### src/rtl/jetson_link_pkg.sv
// Shared definitions for the Jetson SPI link: opcode constants, word field
// widths, dispatcher FSM state encoding and small word-building helpers.
// Used by the core-side dispatcher and the SPI-side logic.
package jetson_link_pkg;

    localparam int WORD_W   = 32;
    localparam int OP_W     = 4;
    localparam int ADDR_W   = 4;
    localparam int DATA_W   = 24;
    localparam int STATUS_W = 13;

    localparam logic [OP_W-1:0] OP_STATUS = 4'h0;
    localparam logic [OP_W-1:0] OP_WRITE  = 4'h1;
    localparam logic [OP_W-1:0] OP_READ   = 4'h2;
    localparam logic [OP_W-1:0] OP_ECHO   = 4'h3;
    localparam logic [OP_W-1:0] OP_ERR    = 4'hF;

    typedef enum logic [2:0] {
        ST_IDLE    = 3'd0,
        ST_EXEC    = 3'd1,
        ST_RD_WAIT = 3'd2,
        ST_REPLY   = 3'd3,
        ST_STATUS  = 3'd4
    } disp_state_t;

    // Status words carry opcode 0 and the live status in the low bits.
    function automatic logic [WORD_W-1:0] status_word(input logic [STATUS_W-1:0] s);
        return {OP_STATUS, 15'b0, s};
    endfunction

    // Opcodes that count as host traffic for the watchdog.
    function automatic logic is_valid_op(input logic [OP_W-1:0] op);
        return (op == OP_WRITE) || (op == OP_READ) || (op == OP_ECHO);
    endfunction

endpackage

### src/rtl/jetson_wdt.sv
// Watchdog: counts cycles since the last clear and raises a sticky flag once
// CYCLES-1 is reached. The count holds there (no wrap) until cleared.
// Ports:
//   clk, rst  - clock, asynchronous active-high reset
//   clear     - restart the count and drop the flag
//   expired   - sticky expiry flag
module jetson_wdt
    import jetson_link_pkg::*;
#(
    parameter int unsigned CYCLES = 50_000_000
) (
    input  logic clk,
    input  logic rst,
    input  logic clear,
    output logic expired
);

    localparam int CW = (CYCLES > 2) ? $clog2(CYCLES) : 1;
    localparam logic [CW-1:0] LAST = CW'(CYCLES - 1);

    logic [CW-1:0] cnt;

    always_ff @(posedge clk or posedge rst) begin
        if (rst) begin
            cnt     <= '0;
            expired <= 1'b0;
        end else if (clear) begin
            cnt     <= '0;
            expired <= 1'b0;
        end else if (cnt == LAST) begin
            expired <= 1'b1;
        end else begin
            cnt <= cnt + 1'b1;
        end
    end

endmodule

### src/rtl/jetson_cmd_dispatch.sv
// Core-side command dispatcher for the Jetson SPI link. Pops command words
// from the SPI->core FIFO, drives a simple register bus, and pushes replies
// and status words into the core->SPI FIFO. A watchdog flags loss of host
// traffic.
// Ports:
//   clk, rst                 - clock, asynchronous active-high reset
//   rd_rdy, rd_dout, rd_en   - SPI->core FWFT FIFO (head word, pop)
//   wr_en, wr_din, tx_full   - core->SPI FIFO push side (tx_full = prog_full)
//   reg_addr/wdata/we/re     - register bus outputs; reg_rdata read data
//   status_in                - live core status, sent in status words
//   wdt_expired              - no valid command for WDT_CYCLES cycles
//   err_cnt                  - saturating count of bad opcodes
//
// FIFO handshake: the head word is consumed on a clock edge where rd_en and
// rd_rdy are both high; rd_en is only raised after rd_rdy was seen in IDLE,
// so the word latched in IDLE is the one popped during EXEC. wr_en pushes one
// word per high cycle and is only raised after tx_full was seen low.
module jetson_cmd_dispatch
    import jetson_link_pkg::*;
#(
    parameter int unsigned WDT_CYCLES    = 50_000_000,
    parameter int unsigned STATUS_PERIOD = 1_000_000,
    parameter int unsigned REG_RD_LAT    = 1
) (
    input  logic                clk,
    input  logic                rst,
    input  logic                rd_rdy,
    input  logic [WORD_W-1:0]   rd_dout,
    output logic                rd_en,
    output logic                wr_en,
    output logic [WORD_W-1:0]   wr_din,
    input  logic                tx_full,
    output logic [ADDR_W-1:0]   reg_addr,
    output logic [DATA_W-1:0]   reg_wdata,
    output logic                reg_we,
    output logic                reg_re,
    input  logic [DATA_W-1:0]   reg_rdata,
    input  logic [STATUS_W-1:0] status_in,
    output logic                wdt_expired,
    output logic [7:0]          err_cnt
);

    localparam logic [2:0] RD_LAT = 3'(REG_RD_LAT);

    disp_state_t         state;
    logic [WORD_W-1:0]   cmd;
    logic [WORD_W-1:0]   reply;
    logic [2:0]          rd_cnt;
    logic [STATUS_W-1:0] last_status;
    logic                status_pend;
    logic [31:0]         per_cnt;

    logic [OP_W-1:0]   op;
    logic [ADDR_W-1:0] a;
    logic [DATA_W-1:0] d;
    logic              status_sent;
    logic              period_hit;
    logic              wdt_clear;

    assign op = cmd[31:28];
    assign a  = cmd[27:24];
    assign d  = cmd[23:0];

    assign status_sent = (state == ST_STATUS) && !tx_full;
    assign period_hit  = (STATUS_PERIOD != 0) && (per_cnt == 32'(STATUS_PERIOD - 1));
    // The word is popped during EXEC, so that is where host traffic is counted.
    assign wdt_clear   = (state == ST_EXEC) && is_valid_op(op);

    jetson_wdt #(.CYCLES(WDT_CYCLES)) u_wdt (
        .clk     (clk),
        .rst     (rst),
        .clear   (wdt_clear),
        .expired (wdt_expired)
    );

    // Forced-resend timer; holds at the hit value until a status word goes out.
    always_ff @(posedge clk or posedge rst) begin
        if (rst) begin
            per_cnt <= '0;
        end else if (status_sent) begin
            per_cnt <= '0;
        end else if ((STATUS_PERIOD != 0) && !period_hit) begin
            per_cnt <= per_cnt + 32'd1;
        end
    end

    // Pending starts set so one status word follows every reset.
    always_ff @(posedge clk or posedge rst) begin
        if (rst) begin
            status_pend <= 1'b1;
            last_status <= '0;
        end else if (status_sent) begin
            status_pend <= 1'b0;
            last_status <= status_in;
        end else if ((status_in != last_status) || period_hit) begin
            status_pend <= 1'b1;
        end
    end

    always_ff @(posedge clk or posedge rst) begin
        if (rst) begin
            state     <= ST_IDLE;
            cmd       <= '0;
            reply     <= '0;
            rd_cnt    <= '0;
            rd_en     <= 1'b0;
            wr_en     <= 1'b0;
            wr_din    <= '0;
            reg_addr  <= '0;
            reg_wdata <= '0;
            reg_we    <= 1'b0;
            reg_re    <= 1'b0;
            err_cnt   <= '0;
        end else begin
            rd_en  <= 1'b0;
            wr_en  <= 1'b0;
            reg_we <= 1'b0;
            reg_re <= 1'b0;
            case (state)
                ST_IDLE: begin
                    if (status_pend && !tx_full) begin
                        state <= ST_STATUS;
                    end else if (rd_rdy) begin
                        rd_en <= 1'b1;
                        cmd   <= rd_dout;
                        state <= ST_EXEC;
                    end
                end
                ST_EXEC: begin
                    case (op)
                        OP_WRITE: begin
                            reg_addr  <= a;
                            reg_wdata <= d;
                            reg_we    <= 1'b1;
                            state     <= ST_IDLE;
                        end
                        OP_READ: begin
                            reg_addr <= a;
                            reg_re   <= 1'b1;
                            rd_cnt   <= '0;
                            state    <= ST_RD_WAIT;
                        end
                        OP_ECHO: begin
                            reply <= cmd;
                            state <= ST_REPLY;
                        end
                        default: begin
                            if (err_cnt != 8'hFF) err_cnt <= err_cnt + 8'd1;
                            reply <= {OP_ERR, a, d};
                            state <= ST_REPLY;
                        end
                    endcase
                end
                ST_RD_WAIT: begin
                    // rd_cnt is 0 in the cycle reg_re is high, so data is valid at RD_LAT.
                    if (rd_cnt == RD_LAT) begin
                        reply <= {OP_READ, a, reg_rdata};
                        state <= ST_REPLY;
                    end else begin
                        rd_cnt <= rd_cnt + 3'd1;
                    end
                end
                ST_REPLY: begin
                    if (!tx_full) begin
                        wr_en  <= 1'b1;
                        wr_din <= reply;
                        state  <= ST_IDLE;
                    end
                end
                ST_STATUS: begin
                    if (!tx_full) begin
                        wr_en  <= 1'b1;
                        wr_din <= status_word(status_in);
                        state  <= ST_IDLE;
                    end
                end
                default: state <= ST_IDLE;
            endcase
        end
    end

endmodule

### config.mk
export PLATFORM = sky130hd
export DESIGN_NAME = jetson_cmd_dispatch
export DESIGN_NICKNAME = d
export VERILOG_FILES = /design/src/rtl/jetson_link_pkg.sv /design/src/rtl/jetson_wdt.sv /design/src/rtl/jetson_cmd_dispatch.sv
export SDC_FILE = /design/constraint.sdc
export NUM_CORES = 1
export LEC_CHECK = 0
export BUFFER_PORTS_ARGS = -buffer_cell sky130_fd_sc_hd__buf_2
export CORE_UTILIZATION = 30
export CTS_CLUSTER_DIAMETER = 120
export DETAILED_ROUTE_END_ITERATION = 8
export SETUP_SLACK_MARGIN = 0.4
export SLEW_MARGIN = 10
export SYNTH_ARGS = -nofsm -noshare
export SYNTH_HDL_FRONTEND = slang
export SYNTH_SLANG_ARGS = --single-unit
### constraint.sdc
create_clock -name clk -period 7.3 [get_ports clk]
set_clock_uncertainty 0.05 [all_clocks]
set_input_delay 0 -clock clk [delete_from_list [all_inputs] [get_ports clk]]
set_output_delay 0 -clock clk [all_outputs]
set_load 0.1 [all_outputs]
Yosys cells after proc, flatten, opt, wreduce, memory -nomap -nowiden
Index checks and enable logic that the tools add are counted.
{ "totals": {"register_bits": 215, "in_bits": 73, "output_inout_bits": 73} }
{ "classes": {"n_addsub": 4, "eq_ne": 22, "mux": 32, "bitwise": 2, "n_reduce_logical": 23} }
{ "op_table": {"columns": ["op", "n"], "rows": [
  ["32-bit case mux with 2 select lines", 3],
  ["32-bit 2-to-1 mux", 5],
  ["26-bit 2-to-1 mux", 2],
  ["32-bit by 1-bit adder with 32-bit output, second input constant", 1],
  ["32-bit by 20-bit equality test with 1-bit output, second input constant", 1],
  ["26-bit by 1-bit adder with 26-bit output, second input constant", 1],
  ["26-bit equality test, second input constant", 1],
  ["3-bit 2-to-1 mux", 6],
  ["3-bit AND reduction", 6],
  ["2-bit inequality test, second input constant", 7],
  ["1-bit 2-to-1 mux", 13],
  ["13-bit inequality test", 1],
  ["3-bit case mux with 4 select lines", 1],
  ["8-bit by 1-bit adder with 8-bit output, second input constant", 1],
  ["4-bit by 2-bit equality test with 1-bit output, second input constant", 2],
  ["8-bit inequality test, second input constant", 1],
  ["2-bit nonzero test", 4],
  ["3-bit by 1-bit equality test with 1-bit output, second input constant", 2],
  ["3-bit by 2-bit equality test with 1-bit output, second input constant", 2],
  ["3-bit case mux with 2 select lines", 1],
  ["4-bit by 1-bit equality test with 1-bit output, second input constant", 1],
  ["2-bit by 1-bit inequality test with 1-bit output, second input constant", 2],
  ["2-bit case mux with 2 select lines", 1],
  ["2-bit AND reduction", 2],
  ["10 further kinds", 16]
]} }

Depth between registers and ports, before layout
Gate-level depths: netlist of run 1.
{ "depth": {"ltp_word": 5, "depth_mapped": 9} }

Cells and area by module
From an unflattened synthesis of run 1, not the netlist that was laid out.
{ "hier_totals": {"cells_unflattened": 866, "hier_area_um2": 9893.2} }
{ "modules_own_cells": {"columns": ["mod", "n_inst", "cells_each", "area_each_um2", "seq_area_each_um2"], "rows": [
  ["jetson_cmd_dispatch", 1, 726, 8501.9, 4705.8],
  ["jetson_wdt", 1, 140, 1391.3, 675.6]
]} }

Worst setup path after synthesis of run 1
Ideal clock, no wire load.
{ "synth_path": {"path_type": "register -> register", "from": "register err_cnt[2]", "to": "register err_cnt[1]", "t_arrival_ns": 2.011, "required_time_ns": 7.124, "setup_slack_ns": 5.113, "path_stages_with_launch": 5, "n_path_buf": 0, "period_less_slack_ns": 2.187, "cell_sequence": "dfrtp_1 > and3_1 > and2_1 > a41oi_2 > mux2_2"} }
{ "synth_via": {"elab_chain_cells": 2} }
{ "synth_rtl": {"columns": ["element", "line_no", "rtl"], "rows": [
  ["start: declaration", "jetson_cmd_dispatch.sv:40", "output logic [7:0] err_cnt"],
  ["start signal: assignment", "jetson_cmd_dispatch.sv:148", "if (err_cnt != 8'hFF) err_cnt <= err_cnt + 8'd1;"],
  ["8-bit inequality test", "jetson_cmd_dispatch.sv:148", null],
  ["3-bit AND reduction (no source line)", null, null]
]} }
Every way passes these cells.
A chain may end at the register's enable or synchronous reset.

Final worst setup path of run 1
{ "layout_path": {"from": "register state[0]", "to": "register wr_din[24]"} }
{ "layout_via": {"elab_chain_cells": 3} }
{ "layout_rtl": {"columns": ["element", "line_no", "rtl"], "rows": [
  ["start: declaration", "jetson_cmd_dispatch.sv:45", "disp_state_t state;"],
  ["start signal: assignment", "jetson_cmd_dispatch.sv:102", "state <= ST_IDLE;"],
  ["start signal: assignment", "jetson_cmd_dispatch.sv:122", "state <= ST_STATUS;"],
  ["start signal: assignment", "jetson_cmd_dispatch.sv:126", "state <= ST_EXEC;"],
  ["3-bit by 2-bit equality test with 1-bit output or 3-bit equality test (tied branches)", "jetson_cmd_dispatch.sv:119", "case (state)"],
  ["2-bit inequality test (no source line) or 2-bit nonzero test (tied branches)", null, null],
  ["3-bit AND reduction (no source line)", null, null],
  ["end signal: assignment", "jetson_cmd_dispatch.sv:166", "wr_din <= reply;"],
  ["end signal: assignment", "jetson_cmd_dispatch.sv:173", "wr_din <= status_word(status_in);"],
  ["end: declaration", "jetson_cmd_dispatch.sv:31", "output logic [WORD_W-1:0] wr_din,"]
]} }
Several ways; a longest one is shown, not always the timed one.

==> flow_summary_export.csv, run 1 <==
group,metric,value,unit
logic_synthesis,syn_avg_cell_area,10.5,sq um
clocking,clk_pin_slew,0.06,ns
place,finalWeightedCongestion,0.797,
die,core_area,31600,sq um
sta,rsz0062_at_grt,"no",
setup_path,reg2reg_slack,4.25,ns
setup_path,start_kind,"register",
setup_path,worstPathMaxFanout,46,
sta,worst_pin_slew,1.16,ns
place,post-dp-hpwl,14700,um
logic_synthesis,async_flop_share,1.00,
route,viasPerCell,4.64,
clocking,insertion_delay,0.52,ns
outcome,status,"completed",
finish,diodes,0,
place,numPortBuffers,145,
die,start_util,0.306,
logic_synthesis,synth-seq-cells,215,
die,die-area,32900,sq um
place,dp_cells,1433,
power,power,6.15,mW
logic_synthesis,synth.area.top_cells,"dfrtp_1, nand2_1, nor2_1, mux2i_1, xor2_1",
sta,period_share,0.418,
clocking,numClockSinks,215,
sta,setup_tns,0,ns
finish,synthToLayoutAreaGrowth,27.7,%
die,ios,146,
route,finalWirelength,22700,um
logic_synthesis,ys_types,57,
finish,drive_gt1_frac,0.216,
route,num_vias,7185,
logic_synthesis,syn_inst,919,
logic_synthesis,yosys.area.top_type,"dfrtp_1",
sta,setup_viol,0,
finish,final_area,12300,sq um
die,chipHeight,181,um
finish,instances_no_fill,1550,
route,drt_pass1_iterations,4,
global_route,grt_usage,0.139,
setup_path,cp-end-kind,"register",
setup_path,ff2ff_path_depth,6,
setup_path,r2r_start,"state[0]",
sta,fmax,0.328,GHz
logic_synthesis,synth_top_cell_area_share,0.554,
route,wire_per_inst,14.7,um
logic_synthesis,syn-num-nets,998,
logic_synthesis,yosys_warnings,0,
sta,setup_ws,4.25,ns
power,p_per_area,498,nW/um^2
setup_path,cp.required,7.65,ns
global_route,grt_max_degree,138,
power,ir_drop,339,uV
clocking,cts_tree,"done",
global_route,grt_pass1_vias,7321,
clocking,cts_setup_buffers,0,
clocking,htree_levels,1,
global_route,grt_pass1_wl,37900,um
route,remaining_drc_errors,0,
place,placement.setup.worst_slack,4.23,ns
logic_synthesis,synth_flop_cell,"dfrtp_1",
logic_synthesis,synth-edff-count,0,
clocking,root_buffer,"clkbuf_16",
hold_path,worstHoldPathType,"in2async",
finish,layout.nets,1209,
logic_synthesis,netlist_area,9670,sq um
setup_path,critical_path_class,"reg2reg",
sta,min_period,3.05,ns
die,die_x,181,um
setup_path,critPathArrivalTime,3.40,ns
route,drtAntennaViolNets,0,
setup_path,r2r_end,"wr_din[24]",
power,power_leakage,5.91,nW
die,num_rows,65,
sta,max_slew_margin,0.227,
clocking,clockBufferDepth,3,
place,detailed_place.area,10800,sq um
sta,drv_slew,0,
sta,hold_ws,0.140,ns
sta,finalHoldViolCount,0,
logic_synthesis,yosysSeqAreaShare,0.557,
finish,post-route-util,0.390,
clocking,cts_buffers,25,
global_route,antenna_found_initial,0,
global_route,grt-ovfl-total,0,
job,drv_cap,0,
route,first_iter_violations,349,
worst max-delay path: stages (launching register included):
cell and delay (ns):
dfrtp_1 0.57, nor2_1 0.14, nand2_2 0.73, a21o_2 0.82, inv_2 0.35, nand3_1 0.18
nand2_1 0.08
power breakdown:
group | internal (mW) | switching (mW) | total [mW]
sequential | 1.69 | 0.403 | 2.09
combinational | 0.730 | 2.07 | 2.80
clock | 0.765 | 0.493 | 1.26
kinds of logic after synthesis:
family	after synthesis	share of synthesized area
AND/OR/NAND/NOR	410	0.198
flip-flops	215	0.557
multiplexers	84	0.100
AO/OA/AOI/OAI	80	0.0475
XOR/XNOR	72	0.0652
buffers and inverters	52	0.0249
adder cells (fa/ha/maj)	6	0.00777
placed cells by master (no fill, tap or decap), types with 3 or more instances in the layout:
master | synthesis | routed
nor4_1 | 4 | 4
ha_1 | 6 | 6
a211oi_1 | 3 | 3
and3_1 | 6 | 6
clkbuf_1 | 13 | 3
clkbuf_16 | 0 | 25
xor2_1 | 39 | 39
nand4_1 | 30 | 30
clkinv_2 | 0 | 3
a21oi_1 | 39 | 38
nor2_1 | 105 | 104
xnor2_1 | 33 | 33
nor2b_1 | 3 | 3
nor4_4 | 3 | 3
a31oi_1 | 3 | 3
dlygate4sd3_1 | 0 | 72
nand2b_1 | 3 | 3
o21ai_1 | 17 | 17
buf_2 | 18 | 145
mux2_2 | 13 | 13
nand3_1 | 44 | 44
nand2_1 | 172 | 171
clkbuf_8 | 0 | 10
nor3_1 | 14 | 14
o31ai_1 | 3 | 3
dfrtp_1 | 214 | 214
buf_4 | 2 | 5
inv_2 | 3 | 3
nor4_2 | 4 | 4
or3_1 | 4 | 4
o21ai_0 | 5 | 5
mux2i_1 | 38 | 38
mux2_4 | 19 | 19
mux2_1 | 14 | 14
inv_1 | 11 | 10
routing by layer:
metal  routed length, um  global-route usage  part of all wire  vias up
li1                    -                   -                 -     3551
met1               10400               0.184              0.46     3454
met2               10600               0.232              0.47      141
met3                1110              0.0281             0.049       39
met4                 528              0.0366             0.023        0
met5                   0                   0                 0        -
state kept, by name, summed over array words and instances, names as in the netlist, 8 cells and up:
signal       flops
err_cnt          8
u_wdt.cnt       26
reg_wdata       24
wr_din          32
cmd             32
last_status     13
reply           32
per_cnt         32
synth_stat cells (3+ instances only):
| library cell | number |
|---|---|
| clkbuf_1 | 13 |
| or3_1 | 4 |
| nor4_4 | 3 |
| nor4_1 | 4 |
| a31oi_1 | 3 |
| nor2_1 | 105 |
| nand2_1 | 172 |
| mux2_1 | 14 |
| nor2b_1 | 3 |
| nand2b_1 | 3 |
| buf_2 | 18 |
| xnor2_1 | 33 |
| mux2_4 | 19 |
| nor3_1 | 14 |
| inv_2 | 3 |
| a21oi_1 | 39 |
| ha_1 | 6 |
| o21ai_0 | 5 |
| nor4_2 | 4 |
| inv_1 | 11 |
| o31ai_1 | 3 |
| o21ai_1 | 17 |
| xor2_1 | 39 |
| buf_1 | 3 |
| dfrtp_1 | 214 |
| and3_1 | 6 |
| nand4_1 | 30 |
| mux2_2 | 13 |
| nand3_1 | 44 |
| mux2i_1 | 38 |
| a211oi_1 | 3 |
worst max path at each step:
stage | startpoint | to
2_1_floorplan | rst | cmd[0]
3_3_place_gp | state[0] | wr_din[29]
3_5_place_dp | state[0] | wr_din[13]
4_1_cts | state[0] | last_status[6]
5_1_grt | state[0] | wr_din[21]
6_report | state[0] | wr_din[24]
timing repair:
action / in CTS / in global routing
setup endpoints to repair: 0 / 0
endpoints found under the hold margin: 221 / 0
hold buffers: 72 / 0
resized for setup: 0 / 0
area by class of cell:
cell class | count | area (sq um)
Fill cell | 3023 | 19300
Sequential cell | 215 | 5380
Multi-Input combinational cell | 652 | 4070
Timing Repair Buffer | 222 | 1480
Clock buffer | 38 | 774
Tap cell | 402 | 503
Clock inverter | 7 | 71.3
Inverter | 14 | 60.1
(Power assumes the default switching activity.)
==> inputs of run 2 (changes only) <==
==> constraint.sdc (replaced) <==
create_clock -name clk -period 2.6 [get_ports clk]
set_clock_uncertainty 0.05 [all_clocks]
set_input_delay 0 -clock clk [delete_from_list [all_inputs] [get_ports clk]]
set_output_delay 0 -clock clk [all_outputs]
set_load 0.1 [all_outputs]
==> flow_summary_export.csv, run 2 (synthesis results as in run 1) <==
group,metric,value,unit
setup_path,start_kind,"register",
job,drv_cap,0,
setup_path,r2r_end,"u_wdt.cnt[2]",
die,die-area,32900,sq um
finish,multi_input_area,4090,sq um
place,placement.setup.worst_slack,0.395,ns
route,num_vias,7293,
setup_path,critPathArrivalTime,2.42,ns
clocking,insertion_delay,0.53,ns
setup_path,ff2ff_path_depth,5,
finish,mostFrequentLayoutCells,"dfrtp_1, nand2_1, buf_2, nor2_1, dlygate4sd3_1",
die,die_x,181,um
place,post-dp-hpwl,15500,um
route,first_iter_violations,343,
setup_path,r2r_start,"u_wdt.cnt[9]",
sta,fmax,0.483,GHz
die,start_util,0.306,
setup_path,worstPathCellList,"or4_4 -> nor4_4 -> a21boi_1 -> xnor2_1 -> nor2_1",
sta,setup_viol,0,
route,drtAntennaViolNets,0,
power,power_leakage,5.96,nW
finish,seq_area,5380,sq um
route,finalWirelength,23400,um
hold_path,worstHoldPathType,"in2async",
setup_path,crit_slowest_cell,"or4_4",
sta,setup_ws,0.530,ns
die,chipHeight,181,um
setup_path,critical_path_class,"reg2reg",
global_route,grt_pass1_vias,7437,
global_route,grt_max_degree,60,
setup_path,cp.required,2.95,ns
clocking,htree_levels,1,
setup_path,slowest_delay,0.56,ns
global_route,grt_usage,0.145,
die,num_rows,65,
finish,post-route-util,0.394,
clocking,numClockSinks,215,
setup_path,cp-end-kind,"register",
sta,min_period,2.07,ns
route,viasPerCell,4.66,
finish,fillCellCount,3015,
clocking,cts_buffers,25,
sta,rsz0062_at_grt,"yes",
sta,worst_pin_slew,0.768,ns
sta,drv_slew,0,
die,core_area,31600,sq um
sta,period_share,0.796,
clocking,cts_tree,"done",
finish,layout.nets,1223,
die,ios,146,
route,drt_pass1_iterations,6,
finish,diodes,0,
clocking,clk_pin_slew,0.06,ns
global_route,grt_pass1_wl,38700,um
route,wire_per_inst,15.0,um
global_route,grt-ovfl-total,0,
place,numPortBuffers,145,
sta,finalHoldViolCount,0,
finish,synthToLayoutAreaGrowth,29.1,%
setup_path,worstPathMaxFanout,8,
route,remaining_drc_errors,0,
global_route,antenna_found_initial,0,
finish,mostFrequentLayoutCell,"dfrtp_1",
place,finalWeightedCongestion,0.762,
clocking,clockBufferDepth,3,
finish,drive_gt1_frac,0.226,
sta,hold_ws,0.117,ns
power,power,17.3,mW
clocking,root_buffer,"clkbuf_16",
setup_path,worstSetupStartpoint,"u_wdt.cnt[9]",
setup_path,reg2reg_slack,0.53,ns
power,p_per_area,1390,nW/um^2
power,ir_drop,922,uV
setup_path,endpoint,"u_wdt.cnt[2]",
outcome,status,"completed",
sta,max_slew_margin,0.484,
run 2: cell count changes in the layout (fill, tap and decap cells not counted), moves of 3 or more:
cell	delta
buf_4	+9
clkinvlp_4	+5
clkinv_2	+3
buf_12	+5
clkbuf_8	-7
run 2: final cells by class:
class                   instances  share of cell area
inverters                      14             0.00471
flip-flops and latches        215               0.431
repair buffers                236               0.132
well taps                     402              0.0403
clock buffers                  32              0.0546
multi-input cells             652               0.327
clock inverters                14             0.00933
run 2: layer usage:
layer,share of wire,global-route usage
met5,0,0
met4,0.020,0.0410
met3,0.048,0.0289
met2,0.47,0.240
met1,0.46,0.191
run 2: critical path: cells and delay by family (launching register included):
| family | cells | cell delay, ns |
|---|---|---|
| AND/OR/NAND/NOR | 3 | 1.12 |
| flip-flops | 1 | 0.43 |
| XOR/XNOR | 1 | 0.20 |
| AO/OA/AOI/OAI | 1 | 0.15 |
run 2: worst min-delay path by stage:
stage	startpoint	cells after the start	end
CTS	rd_dout[20]	4	cmd[20]
finish	rst	3	u_wdt.cnt[7]
global placement	rst	2	u_wdt.expired
floorplan	rd_dout[0]	2	cmd[0]
global route	rd_dout[14]	4	cmd[14]
detailed placement	rst	2	u_wdt.expired
run 2: repair_timing:
| action | in CTS | in global routing |
|---|---|---|
| buffers inserted | 3 | 0 |
| pin swaps | 1 | 0 |
| setup endpoints to repair | 13 | 44 |
| hold buffers | 72 | 0 |
| hold endpoints to repair | 114 | 0 |
| resized for setup | 1 | 4 |
run 2: stage by stage:
stage	instances	setup TNS, ns	cell area (sq um)
finish	1565	0	12500
global route	1565	0	12500
floorplan	919	-52.93	9670
detailed placement	1444	0	10900
CTS	1565	0	12500
global placement	1444	0	10900
run 2: where the power goes:
part / leakage [nW] / internal, mW / switching (mW)
clock network: 0.386 / 1.97 / 1.43
logic: 2.85 / 2.19 / 5.91
registers: 2.73 / 4.73 / 1.10
total: 5.96 / 8.89 / 8.44
